===== config.mk =====
export PLATFORM = sky130hd
export DESIGN_NAME = fetch_queue
export DESIGN_NICKNAME = d
export VERILOG_FILES = /design/src/rtl/fetch_queue_pkg.sv /design/src/rtl/fetch_queue_fifo.sv /design/src/rtl/fetch_queue.sv
export SDC_FILE = /design/constraint.sdc
export NUM_CORES = 1
export LEC_CHECK = 0
export CORE_MARGIN = 2
export CORE_UTILIZATION = 50
export CTS_BUF_LIST = sky130_fd_sc_hd__clkbuf_8 sky130_fd_sc_hd__clkbuf_16
export DETAILED_ROUTE_END_ITERATION = 6
export PLACE_DENSITY = 0.82
export RECOVER_POWER = 50
export SLEW_MARGIN = 10
export SYNTH_ARGS = -nofsm -noshare
export SYNTH_HDL_FRONTEND = slang
export SYNTH_SLANG_ARGS = --single-unit
export TNS_END_PERCENT = 20

===== constraint.sdc =====
create_clock -name clk -period 3.35 [get_ports clk]
set_input_delay 0.67 -clock clk [delete_from_list [all_inputs] [get_ports clk]]
set_output_delay 0.67 -clock clk [all_outputs]
set_load 0.02 [all_outputs]

===== src/rtl/fetch_queue_pkg.sv =====
`default_nettype none
// ============================================================================
// Module  : fetch_queue_pkg
// Purpose : Constants and helpers shared by the instruction-fetch queue.
// Contents: NOP_INSTR, OP_J, OP_JAL, PC_STEP, jump_target(), is_jump().
// Revision: 1.0 - initial release
// ============================================================================
package fetch_queue_pkg;

  localparam logic [31:0] NOP_INSTR = 32'h0000_0000;
  localparam logic [5:0]  OP_J      = 6'b000010;
  localparam logic [5:0]  OP_JAL    = 6'b000011;
  localparam logic [31:0] PC_STEP   = 32'd4;

  // J/JAL target: upper nibble of the sequential PC, then instr_index, word aligned.
  function automatic logic [31:0] jump_target(input logic [31:0] pc,
                                               input logic [25:0] idx);
    logic [31:0] seq_pc;
    seq_pc = pc + PC_STEP;
    return {seq_pc[31:28], idx, 2'b00};
  endfunction

  function automatic logic is_jump(input logic [31:0] instr);
    return (instr[31:26] == OP_J) || (instr[31:26] == OP_JAL);
  endfunction

endpackage
`default_nettype wire


===== src/rtl/fetch_queue_fifo.sv =====
`default_nettype none
// ============================================================================
// Module  : fetch_fifo
// Purpose : DEPTH-entry in-order fetch queue. Entries are allocated at issue
//           (pc known, data pending), filled in order by memory responses and
//           popped from the head. A single invalidate empties the queue.
// Ports   : clk, flush (async reset)
//           alloc/alloc_pc        - allocate tail entry
//           fill/fill_data        - fill oldest unfilled entry
//           pop                   - retire head entry
//           inval                 - discard every entry
//           head_filled/head_pc/head_data - head entry view
//           alloc_cnt/unfilled_cnt        - occupancy counters
// Revision: 1.0 - initial release
// ============================================================================
module fetch_fifo #(
  parameter int DEPTH = 4
) (
  input  logic                     clk,
  input  logic                     flush,
  input  logic                     alloc,
  input  logic [31:0]              alloc_pc,
  input  logic                     fill,
  input  logic [31:0]              fill_data,
  input  logic                     pop,
  input  logic                     inval,
  output logic                     head_filled,
  output logic [31:0]              head_pc,
  output logic [31:0]              head_data,
  output logic [$clog2(DEPTH):0]   alloc_cnt,
  output logic [$clog2(DEPTH):0]   unfilled_cnt
);

  localparam int AW = $clog2(DEPTH);
  localparam int CW = AW + 1;

  logic [31:0]      pc_mem   [DEPTH];
  logic [31:0]      data_mem [DEPTH];
  logic [DEPTH-1:0] filled;
  logic [AW-1:0]    head_ptr;
  logic [AW-1:0]    tail_ptr;
  logic [AW-1:0]    fill_ptr;

  // Control state: pointers, counters and per-entry filled flags.
  always_ff @(posedge clk or posedge flush) begin
    if (flush) begin
      head_ptr     <= '0;
      tail_ptr     <= '0;
      fill_ptr     <= '0;
      alloc_cnt    <= '0;
      unfilled_cnt <= '0;
      filled       <= '0;
    end else if (inval) begin
      head_ptr     <= '0;
      tail_ptr     <= '0;
      fill_ptr     <= '0;
      alloc_cnt    <= '0;
      unfilled_cnt <= '0;
      filled       <= '0;
    end else begin
      if (alloc) begin
        filled[tail_ptr] <= 1'b0;
        tail_ptr         <= tail_ptr + 1'b1;
      end
      // The fill target is always an allocated, unfilled entry, so it never
      // coincides with the tail slot being allocated or the head being popped.
      if (fill) begin
        filled[fill_ptr] <= 1'b1;
        fill_ptr         <= fill_ptr + 1'b1;
      end
      if (pop) begin
        head_ptr <= head_ptr + 1'b1;
      end
      alloc_cnt    <= alloc_cnt + CW'(alloc) - CW'(pop);
      unfilled_cnt <= unfilled_cnt + CW'(alloc) - CW'(fill);
    end
  end

  // Payload storage needs no reset: every entry is qualified by filled/alloc_cnt.
  always_ff @(posedge clk) begin
    if (alloc && !inval) begin
      pc_mem[tail_ptr] <= alloc_pc;
    end
    if (fill && !inval) begin
      data_mem[fill_ptr] <= fill_data;
    end
  end

  assign head_filled = (alloc_cnt != '0) && filled[head_ptr];
  assign head_pc     = pc_mem[head_ptr];
  assign head_data   = data_mem[head_ptr];

endmodule
`default_nettype wire


===== src/rtl/fetch_queue.sv =====
`default_nettype none
// ============================================================================
// Module  : fetch_queue
// Purpose : Instruction-fetch stage. Issues pipelined in-order requests to
//           instruction memory, buffers responses in a DEPTH-entry queue and
//           presents the head to decode. Applies decode jumps and execute
//           redirects, draining responses that belong to discarded requests.
// Ports   : clk, flush (async active-high reset)
//           AnyStall, Jump_IDM1, JumpTgt_IDM1     - decode controls
//           Redirect_EX, RedirectPc_EX           - execute redirect
//           ImemReq_IF, ImemAddr_IF, ImemGnt     - request channel
//           ImemRspValid, ImemRspData            - in-order response channel
//           Pc_IF, FetchData_IF, FetchEmpty_IF   - presented instruction
// Revision: 1.0 - initial release
// ============================================================================
module fetch_queue
  import fetch_queue_pkg::*;
#(
  parameter int          DEPTH    = 4,
  parameter logic [31:0] RESET_PC = 32'h0
) (
  input  logic        clk,
  input  logic        flush,
  input  logic        AnyStall,
  input  logic        Jump_IDM1,
  input  logic [25:0] JumpTgt_IDM1,
  input  logic        Redirect_EX,
  input  logic [31:0] RedirectPc_EX,
  output logic        ImemReq_IF,
  output logic [31:0] ImemAddr_IF,
  input  logic        ImemGnt,
  input  logic        ImemRspValid,
  input  logic [31:0] ImemRspData,
  output logic [31:0] Pc_IF,
  output logic [31:0] FetchData_IF,
  output logic        FetchEmpty_IF
);

  localparam int CW = $clog2(DEPTH) + 1;
  localparam int OW = CW + 1;

  logic [31:0]   fetch_pc;
  logic [31:0]   last_pc;
  logic [CW-1:0] drop_cnt;
  logic [CW-1:0] alloc_cnt;
  logic [CW-1:0] unfilled_cnt;
  logic          head_filled;
  logic [31:0]   head_pc;
  logic [31:0]   head_data;
  logic [OW-1:0] occupancy;
  logic          full;
  logic          take_head;
  logic          take_jump;
  logic          invalidate;
  logic          issue;
  logic          rsp_fill;
  logic          rsp_drop;

  always_comb begin
    // Outstanding responses still owed by memory bound further issue.
    occupancy  = {1'b0, alloc_cnt} + {1'b0, drop_cnt};
    full       = (occupancy >= OW'(DEPTH));
    take_head  = head_filled & ~AnyStall & ~Redirect_EX;
    take_jump  = take_head & Jump_IDM1;
    invalidate = Redirect_EX | take_jump;
    // Request is withheld on a taken jump so no request is ever issued
    // to the discarded sequential path.
    ImemReq_IF = ~flush & ~full & ~Redirect_EX & ~take_jump;
    issue      = ImemReq_IF & ImemGnt;
    rsp_drop   = ImemRspValid & (drop_cnt != '0);
    rsp_fill   = ImemRspValid & (drop_cnt == '0);
    ImemAddr_IF   = fetch_pc;
    FetchEmpty_IF = ~head_filled;
    Pc_IF         = head_filled ? head_pc   : last_pc;
    FetchData_IF  = head_filled ? head_data : NOP_INSTR;
  end

  always_ff @(posedge clk or posedge flush) begin
    if (flush) begin
      fetch_pc <= RESET_PC;
      last_pc  <= RESET_PC;
      drop_cnt <= '0;
    end else begin
      if (Redirect_EX) begin
        fetch_pc <= RedirectPc_EX;
      end else if (take_jump) begin
        fetch_pc <= jump_target(head_pc, JumpTgt_IDM1);
      end else if (issue) begin
        fetch_pc <= fetch_pc + PC_STEP;
      end

      if (head_filled) begin
        last_pc <= head_pc;
      end

      // Every discarded unfilled entry still has a response coming; one that
      // arrives this same cycle is already consumed here, whether it retired
      // an older drop or belonged to a discarded entry.
      if (invalidate) begin
        drop_cnt <= drop_cnt + unfilled_cnt - CW'(ImemRspValid);
      end else if (rsp_drop) begin
        drop_cnt <= drop_cnt - 1'b1;
      end
    end
  end

  fetch_fifo #(
    .DEPTH (DEPTH)
  ) u_fifo (
    .clk          (clk),
    .flush        (flush),
    .alloc        (issue),
    .alloc_pc     (fetch_pc),
    .fill         (rsp_fill),
    .fill_data    (ImemRspData),
    .pop          (take_head),
    .inval        (invalidate),
    .head_filled  (head_filled),
    .head_pc      (head_pc),
    .head_data    (head_data),
    .alloc_cnt    (alloc_cnt),
    .unfilled_cnt (unfilled_cnt)
  );

`ifndef SYNTHESIS
  rsp_has_owner: assert property (@(posedge clk) disable iff (flush)
    ImemRspValid |-> ((drop_cnt != '0) || (unfilled_cnt != '0)));
  jump_on_jump: assert property (@(posedge clk) disable iff (flush)
    take_jump |-> is_jump(head_data));
`endif

endmodule
`default_nettype wire


Word-level counts from Yosys, hierarchy flattened
Memory sizes are Yosys's and may differ from the RTL's.
Index checks and enable logic that the tools add are counted.
Widths: inputs -> output; s select.
{"block": "word_totals", "latchBits": 0, "elab_cells": 92, "mem_count": 2, "mem_bits_ro": 0, "ram_bits": 256, "out_inout_bits": 98, "inputBits": 97, "reg_bits": 83}
{"memory": "u_fifo.data_mem", "words": 4, "word_bits": 32, "read_ports": 1, "rd_ports_with_merged_regs": 0, "write_ports": 1, "line": "fetch_queue_fifo.sv:38", "source": "logic [31:0] data_mem [DEPTH];"}
{"memory": "u_fifo.pc_mem", "words": 4, "word_bits": 32, "read_ports": 1, "rd_ports_with_merged_regs": 0, "write_ports": 1, "line": "fetch_queue_fifo.sv:37", "source": "logic [31:0] pc_mem [DEPTH];"}
{"block": "op_classes", "magnitude_cmp": 6, "div": 0, "mul": 0, "n_reduce_logical": 14, "add_sub_neg": 13, "bitwise": 19, "shifts": 0, "eq_ne": 0, "muxes": 29}
{"operator": "$mux 32", "count": 5}
{"operator": "$add 32x3->32 const B", "count": 2}
{"operator": "$mux 4", "count": 4}
{"operator": "$mux 2", "count": 6}
{"operator": "$mux 3", "count": 4}
{"operator": "$and 1x1->1", "count": 9}
{"operator": "$lt 2x3->1 const B", "count": 3}
{"operator": "$reduce_bool 3->1", "count": 3}
{"operator": "$sub 3x1->3", "count": 3}
{"operator": "$reduce_bool 2->1", "count": 4}
{"operator": "$mux 1", "count": 7}
{"operator": "$add 2x1->2 const B", "count": 3}
{"operator": "$add 3x1->3", "count": 2}
{"operator": "$not 1->1", "count": 6}
{"operator": "$logic_and 1x1->1", "count": 5}
{"operator": "$add 3x3->4", "count": 1}
{"operator": "$and 4x4->4", "count": 1}
{"operator": "$demux 1 s2", "count": 2}
{"operator": "$ge 2x1->1 const B", "count": 2}
{"operator": "$ge 4x3->1 const B", "count": 1}
{"operator": "$not 4->4", "count": 1}
{"operator": "$or 4x4->4", "count": 1}
{"operator": "$add 3x3->3", "count": 1}
{"operator": "$logic_not 3->1", "count": 1}
{"operator": "4 further kinds", "count": 4}

Logic depth before layout (Yosys ltp)
Gate-level depths: netlist (run 1).
{"block": "logic_depth", "ltp_word": 14, "depth_mapped": 12, "depth_no_buf": 12}

Cells and area by module
From an unflattened synthesis (run 1), not the netlist that was laid out.
{"block": "hier_totals", "cells_unflattened": 870, "hier_area_um2": 14430.1}
{"module": "fetch_fifo", "n_inst": 1, "cells_each": 424, "seq_area_each_um2": 8087.8, "area_each_um2": 10228.6}
{"module": "fetch_queue", "n_inst": 1, "cells_each": 446, "seq_area_each_um2": 1676.6, "area_each_um2": 4201.5}

Worst setup path after synthesis (run 1)
No wires, ideal clock.
{"block": "synth_path", "path_type": "reg-to-reg", "from": "reg drop_cnt[2]", "to": "mem u_fifo.pc_mem[2][0], enable pin", "required_ns": 2.957, "setup_ns": 0.393, "slack_ns": 0.361, "n_path_buf": 0, "t_arrival_ns": 2.596, "stages_incl_launch_ff": 6, "synth_period_minus_slack_ns": 2.989, "path_cell_list": "dfrtp_1 > ha_1 > nor4_1 > nand3_1 > nor3_1 > and2_1"}
{"block": "synth_between", "elab_chain_cells": 10}
{"element": "start, declared", "line": "fetch_queue.sv:44", "source": "logic [CW-1:0] drop_cnt;"}
{"element": "start signal, assigned", "line": "fetch_queue.sv:100", "source": "drop_cnt <= drop_cnt + unfilled_cnt - CW'(ImemRspValid);"}
{"element": "start signal, assigned", "line": "fetch_queue.sv:102", "source": "drop_cnt <= drop_cnt - 1'b1;"}
{"element": "$add 3x3->4", "line": "fetch_queue.sv:61", "source": "occupancy = {1'b0, alloc_cnt} + {1'b0, drop_cnt};"}
{"element": "$ge 4x3->1", "line": "fetch_queue.sv:62", "source": "full = (occupancy >= OW'(DEPTH));"}
{"element": "$not 1->1", "line": "fetch_queue.sv:68", "source": "ImemReq_IF = ~flush & ~full & ~Redirect_EX & ~take_jump;"}
{"element": "$and 1x1->1 (3 in series)", "line": "fetch_queue.sv:68"}
{"element": "$and 1x1->1", "line": "fetch_queue.sv:69", "source": "issue = ImemReq_IF & ImemGnt;"}
{"element": "$logic_and 1x1->1", "line": "fetch_queue_fifo.sv:81", "source": "if (alloc && !inval) begin"}
{"element": "$mux 1", "line": "fetch_queue_fifo.sv:81"}
{"element": "$mux 1 (not written as such)", "line": "fetch_queue_fifo.sv:82", "source": "pc_mem[tail_ptr] <= alloc_pc;"}
{"element": "end, declared", "line": "fetch_queue_fifo.sv:37"}
Every way passes these cells.

Worst setup path after layout (run 1)
{"block": "layout_path", "from": "reg u_fifo.head_ptr[0]", "to": "out Pc_IF[5]"}
{"block": "layout_between", "elab_chain_cells": 4, "elab_cells_between_ends": 5, "cone_classes": "mux (3); reduce/logical (1); memory (1)"}
{"element": "start, declared", "line": "fetch_queue_fifo.sv:40", "source": "logic [AW-1:0] head_ptr;"}
{"element": "start signal, assigned", "line": "fetch_queue_fifo.sv:72", "source": "head_ptr <= head_ptr + 1'b1;"}
{"element": "$bmux 1 s2", "line": "fetch_queue_fifo.sv:89", "source": "assign head_filled = (alloc_cnt != '0) && filled[head_ptr];"}
{"element": "$mux 1 (not written as such)", "line": "fetch_queue_fifo.sv:89"}
{"element": "$logic_and 1x1->1", "line": "fetch_queue_fifo.sv:89"}
{"element": "$mux 32 *"}
{"element": "end, declared", "line": "fetch_queue.sv:34", "source": "output logic [31:0] Pc_IF,"}
Mark *: on every way between the ends. The rest lies on a longest branch, timed or not. The select of a mux whose other input is x is not followed.

==> results.cfg, run 1 <==
[drt]
drtIter0Drc = 711
wl_met2_mm = 16.1
met1_length_mm = 13.7
wl_met3_mm = 1.92
top_layer = met4
routed_wl_mm = 32.7
drc = 0
wl_per_cell_um = 21.9
firstDrtPassIters = 5
vias = 8340
vias_per_cell = 5.59
ant_nets = 0

[power_and_ir_drop]
p_per_area_nw_per_um2 = 572
ir_drop_v = 0.000273
power.leakage_nw = 6.84

[synth]
synth_seq_cells = 339
synth-edff-count = 256
synth_top_area_share_pct = 54.1
synth_area_leaders = edfxtp_1 (54%), dfrtp_1 (15%), mux4_2 (8.9%), mux2_2 (2.5%), ha_1 (1.8%)
syn_area_um2 = 14200
ys_seq_area_share_pct = 68.7
async_reset_ff_share_pct = 24.5
syn_inst = 857
yosysMostFrequentCell = edfxtp_1
yosysTopAreaCell = edfxtp_1
syn_nets = 977
synth_commonest_cells = edfxtp_1 (256), dfrtp_1 (83), mux4_2 (56)
yosys_warnings = 0
synth.avg_cell_area_um2 = 16.6
synthFlopType = edfxtp_1
ys_types = 52

[floorplan]
row_count = 61
die_w_um = 173
ios = 195
initial_core_util_pct = 51.0
die_y_um = 173
fp.coreArea_um2 = 27900
dieArea_um2 = 29800

[worst_setup_path]
critPathRequiredTime_ns = 2.68
crit_path_end_kind = output pin
reg2reg_depth = 9
startpoint_type = register
cp_slowest_stage_delay_ns = 0.55
crit_type = reg -> out
critical_path.max_fanout = 9
critical_path_arrival_ns = 2.64
cp_slowest_cell = mux4_2
crit_chain = mux4_2 -> o31ai_4 -> buf_12 -> buf_8 -> mux2_2 -> dlygate4sd2_1

[cts]
clk_latency_ns = 0.50
cts_max_level = 2
clk_pin_slew_worst_paths_ns = 0.05
clock_sink_count = 339
cts_root_buffer = clkbuf_16
hold_buffers = 0
tritoncts = yes
max-clock-path-buffers = 3
cts_made_buffers = 36

[global_route]
antenna_found_initial = 1
grt_pass1_wl_mm = 49.2
grt_util_all_layers_pct = 21.4
grt_max_degree = 84
first_global_vias = 8645
overflow = 0

[timing]
setup_viol = 0
finalMaxSlewViolations = 84
hold_viol_final = 0
setup_ws_ns = 0.0375
timing.hold.ws_ns = 0.491
fmax_ghz = 0.302
finClkSkew_ns = 0.0103
finalCritPeriodShare_pct = 98.9
maxSlewHeadroom_pct = -46.4
timing.final.crit_period_ns = 3.31
rsz0062_at_grt = yes
worst_pin_slew_ns = 2.20

[finish]
drive_gt1_share_pct = 17.7
nets = 1206
areaGrowthSynthToFinish_pct = 26.6
layout.cells.non_filler = 1493

[placement]
numPortBuffers = 194
globalplace.congestion = 0.808
dp_slack_ns = 0.189
placedCellCount = 1419
hpwl_mm = 20.6

[outcome]
outcome = complete, but fails checks
failed_checks = max-capacitance violations, max-slew violations

[job]
maxCapViolations = 1

[min_path]
hold_depth = 1
hold_path_class = reg -> reg
==> registers in the layout, indices dropped and copies added (netlist names) <==
register             flops
u_fifo.data_mem        128
u_fifo.pc_mem          128
ImemAddr_IF             32
last_pc                 32
u_fifo.filled            4
drop_cnt                 3
u_fifo.alloc_cnt         3
u_fifo.unfilled_cnt      3
u_fifo.fill_ptr          2
u_fifo.head_ptr          2
u_fifo.tail_ptr          2
==> where the power goes <==
group / internal [mW] / switching, mW
combinational: 0.727 / 0.858
clock: 2.04 / 1.50
sequential: 4.88 / 0.285
total: 7.65 / 2.64
==> timing repair <==
item / 4_1_cts / 5_1_grt
cloned: 0 / 5
resized for setup: 56 / 60
setup buffers: 0 / 2
setup endpoints to repair: 65 / 41
pin swaps: 0 / 0
==> cells by family after synthesis <==
logic type | Yosys count | synth area share, %
XOR/XNOR | 41 | 2.53
buffers and inverters | 64 | 2.16
AND/OR/NAND/NOR | 190 | 6.83
AO/OA/AOI/OAI | 100 | 4.31
adder cells (fa/ha/maj) | 23 | 2.18
flip-flops | 339 | 68.7
multiplexers | 100 | 13.3
==> per-layer routing <==
layer / track usage, % / vias to the layer above
met3: 3.58 / 60
met5: 0 / -
met1: 29.1 / 4216
li1: - / 3763
met4: 7.34 / 0
met2: 35.4 / 301
==> stage by stage <==
step / area [um2] / utilization [%] / setup TNS [ns] / total power [mW]
2_1_floorplan: 14200 / - / 0 / 6.06
5_1_grt: 18000 / 64.6 / -0.0969 / 10.7
3_3_place_gp: 16800 / 60.4 / 0 / 6.84
3_5_place_dp: 16800 / 60.4 / 0 / 6.90
6_report: 18000 / 64.6 / 0 / 10.3
4_1_cts: 17800 / 64.1 / -0.252 / 10.4
==> critical path: cells and delay by family (launching register included) <==
family,cells,cell delay (ns)
multiplexers,2,0.90
buffers and inverters,3,0.68
flip-flops,1,0.45
AO/OA/AOI/OAI,1,0.10
==> layout make-up <==
type / count / area (um2)
Antenna cell: 3 / 7.51
Sequential cell: 339 / 9770
Inverter: 20 / 76.3
Tap cell: 378 / 473
Timing Repair Buffer: 235 / 2440
Clock inverter: 25 / 105
Clock buffer: 39 / 953
Multi-Input combinational cell: 454 / 4170
Fill cell: 1963 / 9860
==> final timing paths <==
kind                                          from                  to  slack, ns
worst max-delay path            u_fifo.head_ptr[0]            Pc_IF[5]       0.04
min in group asynchronous                    flush         drop_cnt[0]       1.29
max in group asynchronous                    flush  u_fifo.head_ptr[0]       0.49
worst min register to register         last_pc[27]         last_pc[27]       0.49
worst max register to register  u_fifo.head_ptr[0]     ImemAddr_IF[28]       0.16
worst min-delay path                   last_pc[27]         last_pc[27]       0.49
==> layout by cell type, fill, tap and decap left out, types with 6 or more instances in the layout <==
master           count
clkdlybuf4s15_1     18
buf_4               15
and3_1              18
clkdlybuf4s50_1     96
buf_12              11
dlymetal6s2s_1      16
nand4_1             11
a21oi_1             36
nor2b_1             32
clkinv_2             9
mux4_2              56
nand2_1             41
o21ai_0             24
xor2_1              22
inv_1               30
xnor2_1             18
nand3_1             13
edfxtp_1           256
clkbuf_1             6
a211oi_1            21
clkbuf_16           41
ha_1                20
mux2_2              32
clkbuf_2            12
dlygate4sd2_1       20
nor2_1              52
dlygate4sd3_1       32
mux4_1               9
dfrtp_1             81
No activity file was read; power rests on OpenSTA's default activity.
==> inputs of run 2 (changes only) <==
CTS_CLUSTER_SIZE = 40   (was default)
==> results of run 2 <==
Same layout as run 1: the final DEF is identical, and so are final timing and power.
==> inputs of run 3 (changes only) <==
RECOVER_POWER = 100   (was 50)
==> results of run 3 <==
Same layout as run 1: the final DEF is identical, and so are final timing and power.
